--- src/rtl/retire_stage_if.sv ---
// retire_stage_if
//   Bundles the ROB-to-retire packet bus with the free-list return strobes.
//   The ROB side uses the master modport; retire_stage uses the slave
//   modport.
//
//   rob_retire_valid  slot i holds a packet popped from the ROB this cycle
//   rob_packet_in     head and head+1 ROB packets
//   free_valid        registered T_old return strobes to the free list
//   free_preg         registered T_old tags
//
//   PREG_IDX_WIDTH falls back to 6 bits when the core does not define it.

`ifndef PREG_IDX_WIDTH
`define PREG_IDX_WIDTH 6
`endif

interface retire_stage_if #(
  parameter int PREG_W = `PREG_IDX_WIDTH
);

  typedef struct packed {
    logic [31:0]       PC;
    logic [31:0]       NPC;
    logic [PREG_W-1:0] T_new;
    logic [PREG_W-1:0] T_old;
    logic [31:0]       inst;
    logic              halt;
    logic              illegal;
  } rob_packet_t;

  logic [1:0]              rob_retire_valid;
  rob_packet_t [1:0]       rob_packet_in;
  logic [1:0]              free_valid;
  logic [1:0][PREG_W-1:0]  free_preg;

  modport master (
    output rob_retire_valid,
    output rob_packet_in,
    input  free_valid,
    input  free_preg
  );

  modport slave (
    input  rob_retire_valid,
    input  rob_packet_in,
    output free_valid,
    output free_preg
  );

endinterface

--- src/rtl/retire_stage.sv ---
// retire_stage
//   Two-wide in-order commit stage. It retires up to two ROB packets per
//   cycle, updates the architectural map (ARAT), returns superseded physical
//   tags to the free list and sequences halt / illegal-instruction shutdown.
//
//   clock       core clock
//   reset       asynchronous, active-low reset
//   rob_if      slave side of retire_stage_if (ROB packets in, frees out)
//   arat_map    current architectural map, used by flush recovery
//   flush       one-cycle pulse while draining after a halt/illegal commit
//   halted      core stopped by a halt instruction
//   error       core stopped by an illegal instruction
//   retire_cnt  instructions committed in the previous cycle (0-2)
//
//   Optional feature macro RETIRE_PERF_EN adds perf_retired and perf_cycles,
//   two saturating 64-bit counters.

`ifndef PREG_IDX_WIDTH
`define PREG_IDX_WIDTH 6
`endif

module retire_stage #(
  parameter int ARCH_REGS = 32,
  parameter int PREG_W    = `PREG_IDX_WIDTH
) (
  input  logic                             clock,
  input  logic                             reset,
  retire_stage_if.slave                    rob_if,
  output logic [ARCH_REGS-1:0][PREG_W-1:0] arat_map,
  output logic                             flush,
  output logic                             halted,
  output logic                             error,
  output logic [1:0]                       retire_cnt
`ifdef RETIRE_PERF_EN
  ,
  output logic [63:0]                      perf_retired,
  output logic [63:0]                      perf_cycles
`endif
);

  typedef enum logic [1:0] {RUN, DRAIN, HALTED, ERROR} state_e;

  state_e                            state_q, state_d;
  logic [ARCH_REGS-1:0][PREG_W-1:0]  arat_q, arat_d;
  logic [1:0]                        free_valid_q, free_valid_d;
  logic [1:0][PREG_W-1:0]            free_preg_q, free_preg_d;
  logic [1:0]                        retire_cnt_q, retire_cnt_d;
  logic                              kind_illegal_q;

  logic [1:0][4:0]                   rd;
  logic [1:0]                        has_dest;
  logic [1:0]                        stops;
  logic [1:0]                        commit;
  logic                              trigger;
  logic                              trig_illegal;

  // PC, NPC and the non-rd instruction bits travel with the packet but are
  // not needed to commit it.
  logic unused_bits;
  assign unused_bits = ^{rob_if.rob_packet_in[0].PC, rob_if.rob_packet_in[0].NPC,
                         rob_if.rob_packet_in[1].PC, rob_if.rob_packet_in[1].NPC,
                         rob_if.rob_packet_in[0].inst[31:12], rob_if.rob_packet_in[0].inst[6:0],
                         rob_if.rob_packet_in[1].inst[31:12], rob_if.rob_packet_in[1].inst[6:0]};

  // Per-slot decode: a destination needs a nonzero T_new and a nonzero rd.
  always_comb begin
    for (int i = 0; i < 2; i++) begin
      rd[i]       = rob_if.rob_packet_in[i].inst[11:7];
      has_dest[i] = (rob_if.rob_packet_in[i].T_new != '0) && (rd[i] != 5'd0);
      stops[i]    = rob_if.rob_packet_in[i].halt | rob_if.rob_packet_in[i].illegal;
    end
  end

  // Commit datapath. Slot 1 is applied after slot 0 so it wins an rd
  // collision, and a stopping slot 0 discards slot 1 entirely.
  always_comb begin
    arat_d       = arat_q;
    free_valid_d = '0;
    free_preg_d  = '0;
    retire_cnt_d = '0;
    commit       = '0;
    trigger      = 1'b0;
    trig_illegal = 1'b0;
    if (state_q == RUN) begin
      commit[0] = rob_if.rob_retire_valid[0];
      commit[1] = rob_if.rob_retire_valid[1] & ~(commit[0] & stops[0]);
      for (int i = 0; i < 2; i++) begin
        if (commit[i]) begin
          if (has_dest[i]) begin
            arat_d[rd[i]]   = rob_if.rob_packet_in[i].T_new;
            free_valid_d[i] = 1'b1;
            free_preg_d[i]  = rob_if.rob_packet_in[i].T_old;
          end
          if (stops[i] && !trigger) begin
            trigger      = 1'b1;
            trig_illegal = rob_if.rob_packet_in[i].illegal;
          end
        end
      end
      retire_cnt_d = 2'(commit[0]) + 2'(commit[1]);
    end
  end

  always_ff @(posedge clock or negedge reset) begin
    if (!reset) begin
      for (int i = 0; i < ARCH_REGS; i++) begin
        arat_q[i] <= PREG_W'(i);
      end
      free_valid_q   <= '0;
      free_preg_q    <= '0;
      retire_cnt_q   <= '0;
      kind_illegal_q <= 1'b0;
    end else begin
      arat_q       <= arat_d;
      free_valid_q <= free_valid_d;
      free_preg_q  <= free_preg_d;
      retire_cnt_q <= retire_cnt_d;
      if (trigger) begin
        kind_illegal_q <= trig_illegal;
      end
    end
  end

  // FSM: state register.
  always_ff @(posedge clock or negedge reset) begin
    if (!reset) begin
      state_q <= RUN;
    end else begin
      state_q <= state_d;
    end
  end

  // FSM: next state. DRAIN lasts exactly one cycle; HALTED/ERROR absorb.
  always_comb begin
    state_d = state_q;
    case (state_q)
      RUN:     if (trigger) state_d = DRAIN;
      DRAIN:   state_d = kind_illegal_q ? ERROR : HALTED;
      default: state_d = state_q;
    endcase
  end

  // FSM: outputs. flush is simply "in DRAIN", so it is one cycle wide and
  // drops asynchronously with reset.
  always_comb begin
    flush  = (state_q == DRAIN);
    halted = (state_q == HALTED);
    error  = (state_q == ERROR);
  end

  assign arat_map          = arat_q;
  assign rob_if.free_valid = free_valid_q;
  assign rob_if.free_preg  = free_preg_q;
  assign retire_cnt        = retire_cnt_q;

`ifdef RETIRE_PERF_EN
  logic [63:0] perf_retired_q, perf_cycles_q;
  logic [64:0] retired_sum;

  // Widen by one bit so a carry out means the counter must saturate.
  assign retired_sum = {1'b0, perf_retired_q} + 65'(retire_cnt_d);

  always_ff @(posedge clock or negedge reset) begin
    if (!reset) begin
      perf_retired_q <= '0;
      perf_cycles_q  <= '0;
    end else begin
      perf_retired_q <= retired_sum[64] ? '1 : retired_sum[63:0];
      if ((state_q == RUN || state_q == DRAIN) && perf_cycles_q != '1) begin
        perf_cycles_q <= perf_cycles_q + 64'd1;
      end
    end
  end

  assign perf_retired = perf_retired_q;
  assign perf_cycles  = perf_cycles_q;
`endif

endmodule

--- src/flat_wrapper.sv ---
// flat-port wrapper written by rule: the top's interface ports become plain ports
module retire_stage_flat 
#(
  parameter int ARCH_REGS = 32,
  parameter int PREG_W    = `PREG_IDX_WIDTH
)
  (clock, reset, arat_map, flush, halted, error, retire_cnt, rob_if_rob_retire_valid, rob_if_rob_packet_in, rob_if_free_valid, rob_if_free_preg);
  retire_stage_if #(.PREG_W(PREG_W)) rob_if_i ();
  input  logic clock;
  input  logic reset;
  output logic [ARCH_REGS-1:0][PREG_W-1:0] arat_map;
  output logic flush;
  output logic halted;
  output logic error;
  output logic [1:0] retire_cnt;
  input wire logic [$bits(rob_if_i.rob_retire_valid)-1:0] rob_if_rob_retire_valid;
  input wire logic [$bits(rob_if_i.rob_packet_in)-1:0] rob_if_rob_packet_in;
  output wire logic [$bits(rob_if_i.free_valid)-1:0] rob_if_free_valid;
  output wire logic [$bits(rob_if_i.free_preg)-1:0] rob_if_free_preg;
  assign rob_if_i.rob_retire_valid = rob_if_rob_retire_valid;
  assign rob_if_i.rob_packet_in = rob_if_rob_packet_in;
  assign rob_if_free_valid = rob_if_i.free_valid;
  assign rob_if_free_preg = rob_if_i.free_preg;
  retire_stage #(.ARCH_REGS(ARCH_REGS), .PREG_W(PREG_W)) u_core (.clock(clock), .reset(reset), .rob_if(rob_if_i), .arat_map(arat_map), .flush(flush), .halted(halted), .error(error), .retire_cnt(retire_cnt));
endmodule
--- config.mk ---
export PLATFORM = sky130hd
export DESIGN_NAME = retire_stage_flat
export DESIGN_NICKNAME = d
export VERILOG_FILES = /design/src/rtl/retire_stage_if.sv /design/src/rtl/retire_stage.sv /design/src/flat_wrapper.sv
export SDC_FILE = /design/constraint.sdc
export NUM_CORES = 1
export LEC_CHECK = 0
export BUFFER_PORTS_ARGS = -buffer_cell sky130_fd_sc_hd__buf_2
export CAP_MARGIN = 20
export CORE_AREA = 2 2 167 169
export DETAILED_ROUTE_END_ITERATION = 6
export DIE_AREA = 0 0 169 171
export HOLD_SLACK_MARGIN = 0.12
export PLACE_DENSITY = 0.72
export SLEW_MARGIN = 5
export SYNTH_ARGS = -nofsm -noshare
export SYNTH_HDL_FRONTEND = slang
export SYNTH_SLANG_ARGS = --single-unit
--- constraint.sdc ---
create_clock -name clock -period 2.8 [get_ports clock]
set_input_delay 0.14 -clock clock [delete_from_list [all_inputs] [get_ports clock]]
set_output_delay 0.14 -clock clock [all_outputs]
set_load 0.05 [all_outputs]
Word level (Yosys, flattened, before mapping)
Index checks and enable logic that the tools add are counted.
{"block": "totals", "in_bits": 224, "output_inout_bits": 211, "ff_bits": 211, "wordCells": 101}
{"block": "op_classes", "n_reduce_logical": 13, "add_sub_neg": 1, "muxes": 36, "eq_ne": 4, "bitwise": 5, "magnitude_cmp": 4}
{"operator": "192-bit 2-to-1 mux", "count": 5}
{"operator": "192-bit bitwise mux", "count": 2}
{"operator": "6-bit demux with 5-bit select", "count": 2}
{"operator": "6-bit 2-to-1 mux", "count": 6}
{"operator": "1-bit 2-to-1 mux", "count": 16}
{"operator": "5-bit by 6-bit less-than comparator with 1-bit output (second input constant)", "count": 2}
{"operator": "12-bit 2-to-1 mux", "count": 1}
{"operator": "6-bit nonzero test", "count": 2}
{"operator": "5-bit by 1-bit >= comparator with 1-bit output (second input constant)", "count": 2}
{"operator": "5-bit nonzero test", "count": 2}
{"operator": "2-bit 2-to-1 mux", "count": 3}
{"operator": "1-bit logical AND", "count": 5}
{"operator": "2-bit == test (second input constant)", "count": 2}
{"operator": "2-bit case mux with 2 select lines", "count": 1}
{"operator": "1-bit by 1-bit adder with 2-bit output", "count": 1}
{"operator": "1-bit AND", "count": 2}
{"operator": "2-bit by 1-bit == test with 1-bit output (second input constant)", "count": 1}
{"operator": "2-bit logical NOT", "count": 1}
{"operator": "2-bit by 1-bit != test with 1-bit output (second input constant)", "count": 1}
{"operator": "1-bit OR", "count": 2}
{"operator": "2-bit AND reduction", "count": 1}
{"operator": "2-bit nonzero test", "count": 1}
{"operator": "1-bit logical NOT", "count": 1}
{"operator": "1-bit NOT", "count": 1}

Longest topological paths before layout
{"block": "logic_depth", "word_depth": 11, "mapped_depth": 8, "ltp_nobuf": 6}

Worst setup path before layout
No wires, ideal clock.
{"block": "synth_path", "path_type": "register to register", "start": "register u_core.state_q[0]", "end": "register u_core.arat_q, in the netlist u_core.arat_map[122]", "setup_time_ns": 0.089, "synth_period_minus_slack_ns": 1.838, "n_path_buf": 2, "path_stages_with_launch": 8, "required_ns": 2.711, "arrival_ns": 1.749, "setup_slack_ns": 0.962, "path_cell_list": "dfrtp_1 > nor2_1 > clkbuf_1 > clkbuf_1 > nand3_1 > o32ai_1 > nor2_1 > a211oi_1"}
{"block": "synth_between", "elab_chain_len": 1}
{"element": "start: declaration", "line": "retire_stage.sv:43", "source": "state_e state_q, state_d;"}
{"element": "start signal: assignment", "line": "retire_stage.sv:129", "source": "state_q <= state_d;"}
{"element": "2-bit logical NOT", "line": "retire_stage.sv:84", "source": "if (state_q == RUN) begin"}
{"element": "end signal: indexed assignment", "line": "retire_stage.sv:107", "source": "arat_q[i] <= PREG_W'(i);"}
{"element": "end signal: assignment", "line": "retire_stage.sv:114", "source": "arat_q <= arat_d;"}
{"element": "end: declaration", "line": "retire_stage.sv:44", "source": "logic [ARCH_REGS-1:0][PREG_W-1:0] arat_q, arat_d;"}
Every way passes these cells.
A chain may end at the register's enable or synchronous reset.

Worst setup path after layout
{"block": "layout_path", "start": "input port rob_if_rob_packet_in[151]", "end": "register u_core.arat_q, in the netlist u_core.arat_map[46]"}
{"block": "layout_between", "elab_chain_len": 4}
{"element": "start: declaration", "line": "flat_wrapper.sv:17", "source": "input wire logic [$bits(rob_if_i.rob_packet_in)-1:0] rob_if_rob_packet_in;"}
{"element": "6-bit nonzero test", "line": "retire_stage.sv:69", "source": "has_dest[i] = (rob_if.rob_packet_in[i].T_new != '0) && (rd[i] != 5'd0);"}
{"element": "1-bit logical AND", "line": "retire_stage.sv:69"}
{"element": "192-bit 2-to-1 mux", "line": "retire_stage.sv:89", "source": "if (has_dest[i]) begin"}
{"element": "192-bit 2-to-1 mux", "line": "retire_stage.sv:88", "source": "if (commit[i]) begin"}
Every way passes these cells.

==> out/results.txt <==
post-synthesis async set-or-reset flop share: 1.00
Max-Cap Viols: 0
internal power: 5.31 mW
first-pass iteration count of the detailed router: 6
internal reg-to-reg setup slack: 0.25 ns
WP buf/inv: 4
clock slew seen by the registers of the worst setup and hold paths: 0.06 ns
Seq/Total Area, Yosys: 0.507
Arrival @ worst endpoint: 3.11 ns
gr ovfl total: 0
P_leak: 6.06 nW
Initial Util: 0.388
Cell Area, Placed: 0.0124 sq mm
Cell Count Post-Placement: 1625
Final Skew: 0.00779 ns
commonest non-fill, non-tap cell in the layout: buf_2
CTS tree: yes
Synth cell types: 62
drt wl/cell: 22.8 microns
DRC violations left: 0
routed vias/inst: 6.00
met2 usage: 0.413
Final nets: 1564
vias in the first global route: 9689
row count: 61
Psw: 1.70 mW
pin count of the biggest net entering global routing: 95
CTS Buf Count: 25
Vias: 10300
# setup viols final: 0
Syn. warnings: 0
clock share of power: 0.480
met1 GRT Util: 0.371
Fillers: 2521
Period minus WS final: 2.66 ns
global-route usage over all layers: 0.263
Most common cell on crit path: dlygate4sd3_1
post-layout worst setup margin: 0.141 ns
Final Non-Filler Cells: 1709
global-route wire length before repair: 58800 microns
# IOs: 435
WP data required: 3.25 ns
core area: 0.0273 sq mm
Critical Path Start Type: input port
share of layout cells above drive strength 1: 0.412
Routed WL: 39000 microns
Slowest cell on crit path: or4_4
I/O Buffers: 252
met3 Use GR: 0.0472
Cell Chain, Critical Path: dlygate4sd3_1 -> buf_2 -> or4_4 -> o211a_1 -> buf_4 -> a32oi_4 -> nand2_1 -> o211ai_1 -> dlygate4sd3_1
CP Capture Type: register
CP max FO: 11
Hold Path Class: input port to register
RSZ-0062 raised after global routing: false
Gate power share: 0.076
Pwr Total: 7.00 mW
Worst path top cell family by delay: buffers and inverters
pre-CTS setup slack: 0.357 ns
Layout area overhead: 28.5%
Worst Max-Slew Pin Slew: 1.04 ns
final hold violation count: 0
drt initial violations: 970
status: complete, no violations
maximum vdd drop: 328 uV
Rel. slew slack: 0.303
number of synthesized flops with an enable pin: 0
Final Util: 0.499
finished layout cell area: 0.0136 sq mm
Routed Antenna Nets: 0
setup TNS: 0 ns
max incr delay on CP: 0.58 ns
Root Driver: clkbuf_16
register bit total from synthesis: 211
Final Max Slew Viols: 0
post-CTS setup buffer count: 0
Die Footprint: 0.0289 sq mm
initial antenna violation count: 8
gr busiest metal: met2
Mapped Nets: 1295
Power Dens Cells: 514 mW/mm^2
die width: 169 microns
Cells after Synth: 1070
clock latency on the worst-skew pair: 0.52 ns
Mean Syn Cell Area: 9.91 sq um
leading cell types in the layout, fill and taps excluded: buf_2 (254), dfrtp_1 (131), nor2_1 (122)
fmax: 0.376 GHz
Sequential Power Share: 0.444
CP Class: input port to register
Hold Slack: 0.164 ns
most used flip-flop cell after synthesis: dfrtp_1
switching share of power: 0.242
gp weighted congestion: 0.907
fin crit share: 0.950
H-tree Lvls: 1
synthesized cell area: 0.0106 sq mm
CTS Sinks: 211
Final HPWL DP: 27300 microns
CTS max path bufs: 3
chip height: 171 microns
[worst register-to-register path, delay by kind of cell, from the launching register on]
family / cells / cell delay (ns)
compound gates: 2 / 0.33
buf+inv: 3 / 0.91
flops: 1 / 0.56
simple gates: 3 / 0.63
[power by group through the flow]
stage / clock network [mW] / registers, mW / logic (mW)
finish: 3.36 / 3.11 / 0.532
floorplan: 0 / 3.24 / 0.176
global route: 3.55 / 3.11 / 0.568
detailed placement: 0 / 3.16 / 0.490
global placement: 0 / 3.16 / 0.479
CTS: 3.40 / 3.11 / 0.527
[synthesized netlist by cell type (2+ instances only)]
master	count	area (sq um)
nor3_1	32	160
dfstp_2	80	2100
or3_1	20	125
o21ai_2	2	17.5
o21ai_1	5	25.0
o32ai_1	5	43.8
a221o_1	12	120
a222oi_1	18	180
o211ai_1	12	90.1
a221oi_1	12	105
nor4_1	20	125
o221a_2	90	1010
nand2b_1	3	18.8
o22ai_1	2	12.5
and4_1	6	52.6
nor2b_1	5	31.3
and2_1	20	125
dfrtp_1	131	3280
and3_1	15	93.8
buf_6	3	33.8
o221a_1	6	67.6
nand4_1	48	300
or2_2	4	25.0
buf_2	25	125
a32oi_2	3	48.8
nand2_1	89	334
o21a_1	3	22.5
nor2_1	123	462
a21oi_1	14	70.1
nand3_1	84	420
a21o_1	2	15.0
o21ai_0	2	10.0
inv_1	32	120
and3b_1	2	17.5
buf_1	8	30.0
nor3b_1	4	30.0
clkbuf_1	74	278
a211oi_1	30	225
[layer usage]
layer | up-vias | part of all wire
li1 | 4600 | -
met1 | 4988 | 0.42
met2 | 586 | 0.46
met3 | 77 | 0.095
met4 | 2 | 0.028
met5 | - | 0.00031
[what timing repair did]
item,in CTS,in global routing
gates resized for setup,0,2
setup endpoints to repair,0,2
hold buffers,32,0
hold endpoints to repair,96,0
[cells by family after synthesis]
family	after synthesis	share of synthesized area
DFF	211	0.507
adders and majority gates	1	0.00118
buffers and inverters	145	0.0569
AOI/OAI and AO/OA	229	0.206
and+or+nand+nor	484	0.228
[sequential cells by signal, summed over array words and instances, names as in the netlist]
name / flops
u_core.arat_map: 192
u_core.kind_illegal_q: 1
u_core.rob_if.free_valid: 2
u_core.rob_if.free_preg: 12
u_core.state_q: 2
u_core.retire_cnt: 2
[area by class of cell]
type,instances,area [sq um],share of cell area
antenna,7,17.5,0.00129
clock buffer,35,723,0.0531
clock inverter,9,131,0.00964
inverter,33,124,0.00909
multi-input combinational,714,4660,0.342
sequential,211,5380,0.395
tap,346,433,0.0318
timing repair buffer,354,2150,0.158
[path summary, 6_finish.rpt]
check	from	end	cells past startpoint
max in group asynchronous	reset	u_core.arat_map[178]$_DFFE_PN1P_	3
setup reg to reg	u_core.state_q[1]$_DFFE_PN0P_	u_core.arat_map[46]$_DFFE_PN0P_	8
hold reg to reg	u_core.arat_map[1]$_DFFE_PN0P_	u_core.arat_map[1]$_DFFE_PN0P_	0
min in group asynchronous	reset	u_core.arat_map[0]$_DFFE_PN0P_	2
setup / recovery	rob_if_rob_packet_in[151]	u_core.arat_map[46]$_DFFE_PN0P_	9
hold / removal	rob_if_rob_packet_in[111]	u_core.state_q[0]$_DFFE_PN0P_	4
Note: power is estimated with default switching activity, not from simulation.
